[config.mk]
export PLATFORM = sky130hd
export DESIGN_NAME = ifetch_ctrl_flat
export DESIGN_NICKNAME = d
export VERILOG_FILES = /design/src/rtl/ifetch_ctrl_if.sv /design/src/rtl/ifetch_ctrl.sv /design/src/flat_wrapper.sv
export SDC_FILE = /design/constraint.sdc
export NUM_CORES = 1
export LEC_CHECK = 0
export ABC_CLOCK_PERIOD_IN_PS = 6200
export BUFFER_PORTS_ARGS = -buffer_cell sky130_fd_sc_hd__buf_4
export CORE_MARGIN = 2
export CORE_UTILIZATION = 59
export CTS_BUF_LIST = sky130_fd_sc_hd__clkbuf_8
export CTS_CLUSTER_DIAMETER = 40
export DETAILED_ROUTE_END_ITERATION = 8
export PLACE_DENSITY = 0.91
export RECOVER_POWER = 100
export SLEW_MARGIN = 20
export SYNTH_ARGS = -nofsm -noshare
export SYNTH_HDL_FRONTEND = slang
export SYNTH_SLANG_ARGS = --single-unit
[constraint.sdc]
create_clock -name clk -period 6.2 [get_ports clk]
set_input_delay 0.62 -clock clk [delete_from_list [all_inputs] [get_ports clk]]
set_output_delay 0.62 -clock clk [all_outputs]
set_load 0.02 [all_outputs]
[src/rtl/ifetch_ctrl_if.sv]
// Fetch-side bundle: redirect input, instruction-memory read port and decode handshake.
// Decode handshake: a word transfers on a rising edge where inst_valid & inst_ready; while
// inst_valid is high and inst_ready is low, inst/inst_pc/inst_exc hold stable.
interface ifetch_ctrl_if;
   logic        redirect_valid;
   logic [31:0] redirect_pc;
   logic        im_en;
   logic [31:0] im_addr;
   logic [31:0] im_dout;
   logic [31:0] im_addrout;
   logic        im_stall;
   logic [2:0]  im_exception;
   logic        inst_valid;
   logic [31:0] inst;
   logic [31:0] inst_pc;
   logic [2:0]  inst_exc;
   logic        inst_ready;

   modport master (
      input  redirect_valid, redirect_pc,
      output im_en, im_addr,
      input  im_dout, im_addrout, im_stall, im_exception,
      output inst_valid, inst, inst_pc, inst_exc,
      input  inst_ready
   );

   modport slave (
      output redirect_valid, redirect_pc,
      input  im_en, im_addr,
      output im_dout, im_addrout, im_stall, im_exception,
      input  inst_valid, inst, inst_pc, inst_exc,
      output inst_ready
   );
endinterface

[src/rtl/ifetch_ctrl.sv]
// Instruction-fetch sequencer: owns the fetch PC, issues one im read per cycle under a
// credit limit, buffers returned words in a small FIFO and handles redirect / fault halt.
module ifetch_ctrl #(
   parameter logic [31:0] RESET_PC = 32'h0000_0000,
   parameter int          DEPTH    = 2
) (
   input  logic          clk,
   input  logic          rst_n,
   ifetch_ctrl_if.master bus,
   output logic [1:0]    dbg_state_o
);
   localparam int            CW     = $clog2(DEPTH + 1);
   localparam int            PW     = $clog2(DEPTH);
   localparam logic [CW-1:0] FULL_C = CW'(DEPTH);

   typedef enum logic [1:0] {
      BOOT = 2'd0,
      RUN  = 2'd1,
      HALT = 2'd2
   } state_e;

   state_e        state_q, state_d;
   logic [31:0]   pc_q, pc_d;
   logic          inflight_q, inflight_d;
   logic          drop_q, drop_d;
   logic [CW-1:0] count_q, count_d;
   logic [PW-1:0] rd_ptr_q, rd_ptr_d;
   logic [PW-1:0] wr_ptr_q, wr_ptr_d;
   logic [66:0]   mem_q [DEPTH];

   logic          head_valid, pop, resp, push, exc_push, issue_ok, issue;
   logic [CW:0]   credit;
   logic [31:0]   fetch_addr;

   function automatic logic [PW-1:0] ptr_inc(input logic [PW-1:0] p);
      return (p == PW'(DEPTH - 1)) ? '0 : p + PW'(1);
   endfunction

   always_comb begin
      head_valid = (count_q != '0);
      pop        = head_valid & bus.inst_ready;
      credit     = {1'b0, count_q} + (CW+1)'(inflight_q) - (CW+1)'(pop);
      issue_ok   = credit < {1'b0, FULL_C};
      fetch_addr = bus.redirect_valid ? bus.redirect_pc : pc_q;
      // A redirect flushes the buffer, so it always has credit unless the old read is stuck.
      issue      = ((state_q == RUN) | bus.redirect_valid)
                 & (issue_ok | bus.redirect_valid)
                 & ~(inflight_q & bus.im_stall);
      resp       = inflight_q & ~bus.im_stall;
      push       = resp & ~drop_q & ~bus.redirect_valid & (state_q == RUN);
      exc_push   = push & (bus.im_exception != 3'd0);
   end

   // FSM: state register
   always_ff @(posedge clk or negedge rst_n) begin
      if (!rst_n) state_q <= BOOT;
      else        state_q <= state_d;
   end

   // FSM: next state
   always_comb begin
      state_d = state_q;
      unique case (state_q)
         BOOT:    state_d = RUN;
         RUN:     if (exc_push) state_d = HALT;
         HALT:    if (bus.redirect_valid) state_d = RUN;
         default: state_d = BOOT;
      endcase
   end

   // FSM: outputs
   always_comb begin
      bus.im_en      = issue;
      bus.im_addr    = fetch_addr;
      bus.inst_valid = head_valid;
      {bus.inst, bus.inst_pc, bus.inst_exc} = head_valid ? mem_q[rd_ptr_q] : 67'd0;
   end

   assign dbg_state_o = state_q;

   always_comb begin
      pc_d = pc_q;
      if (issue)                   pc_d = fetch_addr + 32'd4;
      else if (bus.redirect_valid) pc_d = bus.redirect_pc;

      inflight_d = issue ? 1'b1 : (resp ? 1'b0 : inflight_q);

      // A redirect that cannot issue leaves a stale read in flight; discard it on return.
      drop_d = drop_q;
      if (resp) drop_d = 1'b0;
      if (bus.redirect_valid & inflight_q & bus.im_stall) drop_d = 1'b1;

      rd_ptr_d = rd_ptr_q;
      wr_ptr_d = wr_ptr_q;
      count_d  = count_q;
      if (bus.redirect_valid) begin
         rd_ptr_d = '0;
         wr_ptr_d = '0;
         count_d  = '0;
      end else begin
         if (push) wr_ptr_d = ptr_inc(wr_ptr_q);
         if (pop)  rd_ptr_d = ptr_inc(rd_ptr_q);
         unique case ({push, pop})
            2'b10:   count_d = count_q + CW'(1);
            2'b01:   count_d = count_q - CW'(1);
            default: count_d = count_q;
         endcase
      end
   end

   always_ff @(posedge clk or negedge rst_n) begin
      if (!rst_n) begin
         pc_q       <= RESET_PC;
         inflight_q <= 1'b0;
         drop_q     <= 1'b0;
         count_q    <= '0;
         rd_ptr_q   <= '0;
         wr_ptr_q   <= '0;
      end else begin
         pc_q       <= pc_d;
         inflight_q <= inflight_d;
         drop_q     <= drop_d;
         count_q    <= count_d;
         rd_ptr_q   <= rd_ptr_d;
         wr_ptr_q   <= wr_ptr_d;
      end
   end

   // Storage needs no reset: entries are only visible while counted valid.
   always_ff @(posedge clk) begin
      if (push) mem_q[wr_ptr_q] <= {bus.im_dout, bus.im_addrout, bus.im_exception};
   end

   assert property (@(posedge clk) disable iff (!rst_n) !(push && (count_q == FULL_C)));

endmodule

[src/flat_wrapper.sv]
// flat-port wrapper written by rule: the top's interface ports become plain ports
module ifetch_ctrl_flat 
#(
   parameter logic [31:0] RESET_PC = 32'h0000_0000,
   parameter int          DEPTH    = 2
)
  (clk, rst_n, dbg_state_o, bus_redirect_valid, bus_redirect_pc, bus_im_en, bus_im_addr, bus_im_dout, bus_im_addrout, bus_im_stall, bus_im_exception, bus_inst_valid, bus_inst, bus_inst_pc, bus_inst_exc, bus_inst_ready);
  ifetch_ctrl_if bus_i ();
  input  logic clk;
  input  logic rst_n;
  output logic [1:0] dbg_state_o;
  input wire logic [$bits(bus_i.redirect_valid)-1:0] bus_redirect_valid;
  input wire logic [$bits(bus_i.redirect_pc)-1:0] bus_redirect_pc;
  output wire logic [$bits(bus_i.im_en)-1:0] bus_im_en;
  output wire logic [$bits(bus_i.im_addr)-1:0] bus_im_addr;
  input wire logic [$bits(bus_i.im_dout)-1:0] bus_im_dout;
  input wire logic [$bits(bus_i.im_addrout)-1:0] bus_im_addrout;
  input wire logic [$bits(bus_i.im_stall)-1:0] bus_im_stall;
  input wire logic [$bits(bus_i.im_exception)-1:0] bus_im_exception;
  output wire logic [$bits(bus_i.inst_valid)-1:0] bus_inst_valid;
  output wire logic [$bits(bus_i.inst)-1:0] bus_inst;
  output wire logic [$bits(bus_i.inst_pc)-1:0] bus_inst_pc;
  output wire logic [$bits(bus_i.inst_exc)-1:0] bus_inst_exc;
  input wire logic [$bits(bus_i.inst_ready)-1:0] bus_inst_ready;
  assign bus_i.redirect_valid = bus_redirect_valid;
  assign bus_i.redirect_pc = bus_redirect_pc;
  assign bus_im_en = bus_i.im_en;
  assign bus_im_addr = bus_i.im_addr;
  assign bus_i.im_dout = bus_im_dout;
  assign bus_i.im_addrout = bus_im_addrout;
  assign bus_i.im_stall = bus_im_stall;
  assign bus_i.im_exception = bus_im_exception;
  assign bus_inst_valid = bus_i.inst_valid;
  assign bus_inst = bus_i.inst;
  assign bus_inst_pc = bus_i.inst_pc;
  assign bus_inst_exc = bus_i.inst_exc;
  assign bus_i.inst_ready = bus_inst_ready;
  ifetch_ctrl #(.RESET_PC(RESET_PC), .DEPTH(DEPTH)) u_core (.clk(clk), .rst_n(rst_n), .bus(bus_i), .dbg_state_o(dbg_state_o));
endmodule
==> flow_summary.ini, run 1 <==
[status]
status = complete, but fails checks
violations = max-capacitance violations, max-slew violations

[power]
sw_frac_of_total = 0.282
leakagePower_nw = 3.32
p_sw_mw = 0.741
ir_drop_mv = 0.144
p_int_mw = 1.88
power_mw = 2.63
power_frac_clock = 0.296
seqPwrFrac = 0.530
power_frac_comb = 0.174
power.density_mw_per_mm2 = 287

[placed_design]
finalWeightedCongestion = 0.836
dp_hpwl_um = 11700
portBuffers = 206

[sta]
setup_viol = 0
skew_ns = 0.0155
rsz0062_at_grt = false
finalSetupTns_ns = 0
post-route-period-util = 0.749
max_freq_mhz = 215
fin_crit_ns = 4.65
slew_headroom = -1.14
tightest_slew_ns = 3.21
drv_slew = 182
hold_violations = 0

[critical_path]
worstPathMaxFanout = 72
end_kind = output port
required_ns = 5.58
slowest_delay_ns = 2.23
cp.arrival_ns = 4.03
cp_num_buf_inv = 3
cp_cell_sequence = clkbuf_1, mux2i_1, inv_1, clkbuf_1
path_delay_family = buffers and inverters
crit_slowest_cell = clkbuf_1
worst-setup-path-type = input port to output port
worst_path_most_repeated_cell = clkbuf_1
critPathLaunchType = input port

[global_route]
antenna_found_initial = 0
grt_pass1_vias = 5172
grt_max_degree = 73
overflow = 0
grtUsageTotal = 0.248
grt_pass1_wl_um = 26800

[synth]
synth-edff-count = 134
async_flop_share = 0.230
avgSynthCellArea_sq_um = 14.1
synth-main-ff-cell = edfxtp_1
syn_inst = 539
synth-seq-cells = 174
synth_warnings = 0
seq_area_frac_synth = 0.662
synth_area_sq_mm = 0.00759
yosysUniqueCellTypes = 49
syn_nets = 646

[clock_network]
cts_tree = yes
cts_buffers = 17
ctsHtreeMaxLevel = 4
cts_hold_buf = 0
clock_latency_ns = 0.45
postCtsSetupRepairBufs = 0
clock-sinks = 174
clk_pin_slew_ns = 0.10
cts.root.buffer_cell = clkbuf_8
cts_resized = 0
clockBufferDepth = 2

[final_layout]
n_antenna_cell = 0
areaGrowthSynthToFinish_pct = 20.6
multi_input_area_sq_mm = 0.00232
fillers = 927
layout-drive-gt1-share = 0.188
fin_nets = 850
seq_area_sq_mm = 0.00502

[detailed_routing]
wl_per_cell_um = 18.0
antenna_left = 0
via_per_inst = 5.42
drt_iter0_markers = 433
drc = 0
firstDrtPassIters = 4
drt-total-wl_um = 16700
vias = 5028

[die]
core-area_sq_mm = 0.0126
die_w_um = 117
initial_core_util = 0.604
die_height_um = 117
rows = 41
io_pins = 207
die-area_sq_mm = 0.0138

[min_path]
hold_class = input port to flop

[run]
drv_cap = 3
-- cell type report --
cell class                 instances  share of cell area
multi-input combinational        329               0.254
tap                              172              0.0235
clock inverter                    14              0.0172
inverter                          11             0.00451
sequential                       174               0.549
clock buffer                      17              0.0256
timing repair buffer             210               0.127
-- final timing paths --
kind	cells past startpoint	slack, ns	start	to
worst max-delay path	4	1.55	bus_redirect_valid	bus_im_addr[9]
worst max register to register	12	2.24	u_core.count_q[1]	u_core.pc_q[31]
max in group asynchronous	1	4.15	rst_n	u_core.dbg_state_o[0]
worst min register to register	1	0.49	u_core.pc_q[0]	u_core.pc_q[0]
worst min-delay path	1	0.37	bus_im_addrout[16]	u_core.mem_q[0][19]
min in group asynchronous	1	0.79	rst_n	u_core.pc_q[30]
-- per-layer routing --
metal	routed length (um)	share of wire	global-route usage
met3	1270	0.076	0.0837
met2	8490	0.51	0.423
met1	6700	0.40	0.308
met4	206	0.012	0.0610
met5	0	0	0
-- cells by family after synthesis --
| group | share of synthesized area |
|---|---|
| flip-flops | 0.662 |
| AND/OR/NAND/NOR | 0.118 |
| multiplexers | 0.128 |
| buffers and inverters | 0.0232 |
| XOR/XNOR | 0.0346 |
| AO/OA/AOI/OAI | 0.0280 |
| adder cells (fa/ha/maj) | 0.00593 |
-- cells in the mapped netlist, drive strengths merged (9+ instances only) --
| master | instances | share of area |
|---|---|---|
| nor2 | 88 | 0.044 |
| xnor2 | 15 | 0.017 |
| mux2 | 19 | 0.028 |
| xor2 | 15 | 0.017 |
| nand2b | 9 | 0.0074 |
| nor3 | 11 | 0.0073 |
| mux2i | 76 | 0.10 |
| nand2 | 27 | 0.014 |
| edfxtp | 134 | 0.53 |
| buf | 19 | 0.015 |
| dfrtp | 40 | 0.13 |
| inv | 11 | 0.0054 |
-- metrics by stage --
step | worst slack (ns) | instances | instance area, sq um | hold slack, ns | util
final | 1.55 | 927 | 9160 | 0.372 | 0.729
after global routing | 1.10 | 927 | 9160 | 0.340 | 0.729
after CTS | 1.73 | 927 | 9660 | 0.128 | 0.769
after detailed placement | 2.27 | 896 | 9270 | 0.487 | 0.737
after global placement | 2.35 | 896 | 9270 | 0.485 | 0.737
after floorplan | 1.55 | 539 | 7590 | 0.324 | -
-- cell usage in the layout (no fill, tap or decap), drive strengths merged, types with 3 or more instances in the layout --
cell type	Yosys	routed
inv	11	17
nand3b	3	3
nor2b	4	4
a31oi	6	6
nor4	5	5
and2	3	3
nand2	27	27
nand3	7	7
nand4	4	4
and3	4	4
clkinvlp	0	3
nor3	11	11
xor2	15	15
mux2	19	19
nor2	88	88
clkbuf	6	172
dfrtp	40	40
o22ai	3	3
mux2i	76	76
nand2b	9	9
a21oi	3	3
o21ai	8	8
clkinv	0	3
buf	19	55
edfxtp	134	134
xnor2	15	15
-- power groups by stage --
stage / Sequential [mW] / Clock (mW) / Combinational, mW
final: 1.39 / 0.777 / 0.458
after global routing: 1.40 / 0.836 / 0.499
after CTS: 1.39 / 0.790 / 0.515
after detailed placement: 1.42 / 0 / 0.512
after global placement: 1.41 / 0 / 0.496
after floorplan: 1.41 / 0 / 0.303
-- flip-flops by register name, indices dropped and copies added, names as in the netlist --
register and count:
u_core.count_q 2, u_core.wr_ptr_q 1, u_core.mem_q 134, u_core.pc_q 32, u_core.inflight_q 1, u_core.dbg_state_o 2
u_core.drop_q 1, u_core.rd_ptr_q 1
(Power assumes the default switching activity.)
==> inputs of run 2 (changes only) <==
- ABC_CLOCK_PERIOD_IN_PS: 6200 -> 4510
- CORE_UTILIZATION: 59 -> 54
- PLACE_DENSITY: 0.91 -> 0.85
- clock period: 6.2 -> 4.51 ns (I/O delays scaled with it)
==> flow_summary.ini, run 2 (synthesis gave the netlist of run 1 again) <==
[critical_path]
worst-setup-path-type = flop to output port
end_kind = output port
cp.arrival_ns = 3.23
critPathLaunchType = flop
crit_start = u_core.count_q[1]
required_ns = 4.06
worstPathMaxFanout = 6
reg2reg_from = u_core.dbg_state_o[1]

[final_layout]
layout-drive-gt1-share = 0.189
areaGrowthSynthToFinish_pct = 20.7
reg_top3 = u_core.mem_q: 134 flops, u_core.pc_q: 32 flops
largest_reg_flops = 134
final_common_cell = edfxtp_1
fillers = 1125
largest_register = u_core.mem_q
n_antenna_cell = 0
stdcell_count = 937
fin_nets = 852
final_cell_mix = edfxtp_1 (134), clkbuf_1 (109), nor2_1 (87)

[power]
power_frac_clock = 0.275
power_frac_comb = 0.177
sw_frac_of_total = 0.281
leakagePower_nw = 3.31
power.density_mw_per_mm2 = 383
p_sw_mw = 0.986
power_mw = 3.51
seqPwrFrac = 0.548
p_int_mw = 2.52
ir_drop_mv = 0.193

[detailed_routing]
wl_per_cell_um = 17.1
firstDrtPassIters = 4
drt-total-wl_um = 16100
antenna_left = 0
via_per_inst = 5.33
drc = 0
drt_iter0_markers = 277
vias = 4994

[die]
io_pins = 207
rows = 43
initial_core_util = 0.549
die_w_um = 123
die-area_sq_mm = 0.0150
die_height_um = 123
core-area_sq_mm = 0.0138

[clock_network]
clockBufferDepth = 2
clock_latency_ns = 0.43
clock-sinks = 174
cts_resized = 0
cts_tree = yes
ctsHtreeMaxLevel = 4
cts.root.buffer_cell = clkbuf_8
cts_buffers = 17
clk_pin_slew_ns = 0.09

[global_route]
grtUsageTotal = 0.214
overflow = 0
grt_pass1_wl_um = 24300
grt_max_degree = 73
grt_pass1_vias = 4899
antenna_found_initial = 0

[status]
violations = max-capacitance violations, max-slew violations
status = complete, but fails checks

[placed_design]
dp_slack_ns = 1.40
portBuffers = 206
place_inst = 905
finalWeightedCongestion = 0.839
dp_hpwl_um = 11200

[sta]
rsz0062_at_grt = false
setup_viol = 0
max_freq_mhz = 272
post-route-period-util = 0.816
tightest_slew_ns = 2.21
worst_slack_ns = 0.830
skew_ns = 0.0133
whs_ns = 0.220
finalSetupTns_ns = 0
fin_crit_ns = 3.68
slew_headroom = -0.470
drv_slew = 147
hold_violations = 0

[min_path]
hold_class = input port to flop
hp-start = bus_im_addrout[8]

[run]
drv_cap = 3
[run 2: changes by cell type in the layout (fill, tap and decap cells not counted), sizes merged]
cell and change:
clkinvlp +2, dlygate4sd3 +1, inv -1, bufinv -1, buf -1, clkbuf +2
[run 2: area by class of cell]
class / instances / area, sq um / area share
sequential: 174 / 5030 / 0.549
clock inverter: 14 / 116 / 0.0127
inverter: 11 / 41.3 / 0.00450
multi-input combinational: 329 / 2340 / 0.256
clock buffer: 17 / 234 / 0.0255
tap: 180 / 225 / 0.0246
timing repair buffer: 212 / 1180 / 0.128
[run 2: power groups by stage]
stage	combinational, mW	sequential, mW	clock, mW
2_1_floorplan	0.416	1.94	0
3_3_place_gp	0.673	1.95	0
3_5_place_dp	0.693	1.96	0
4_1_cts	0.697	1.92	0.994
5_1_grt	0.673	1.94	1.06
6_report	0.620	1.92	0.966
[run 2: worst paths after layout]
kind,endpoint,slack [ns],cells past startpoint
setup reg to reg,u_core.mem_q[1][57],1.09,3
setup / recovery,bus_im_en,0.83,10
hold / removal,u_core.mem_q[1][11],0.22,1
hold reg to reg,u_core.pc_q[0],0.50,1
min in group asynchronous,u_core.pc_q[30],1.19,2
max in group asynchronous,u_core.rd_ptr_q,1.73,2
[run 2: critical path: stages, from the launching register on]
cell and delay (ns):
dfrtp_1 0.47, nor2_1 0.20, inv_1 0.09, and2_0 0.19
ha_1 0.27, nand2b_1 0.15, fa_1 0.48, and3b_1 0.23
nor2_1 0.06, nor2_1 0.39, clkbuf_1 0.28
[run 2: what timing repair did]
action                                 CTS  global route
endpoints found under the hold margin   40             0
setup buffers                            0             0
hold buffers                             1             0
[run 2: metrics by stage]
stage | cell area [sq um] | util
after floorplan | 7590 | -
final | 9170 | 0.663
after global placement | 9290 | 0.672
after detailed placement | 9290 | 0.672
after CTS | 9650 | 0.698
after global routing | 9170 | 0.663
[run 2: metal layers]
metal / track usage / part of all wire / vias up
li1: - / - / 2363
met1: 0.281 / 0.41 / 2396
met2: 0.352 / 0.50 / 217
met3: 0.0562 / 0.082 / 18
met4: 0.0611 / 0.012 / 0
met5: 0 / 0 / -
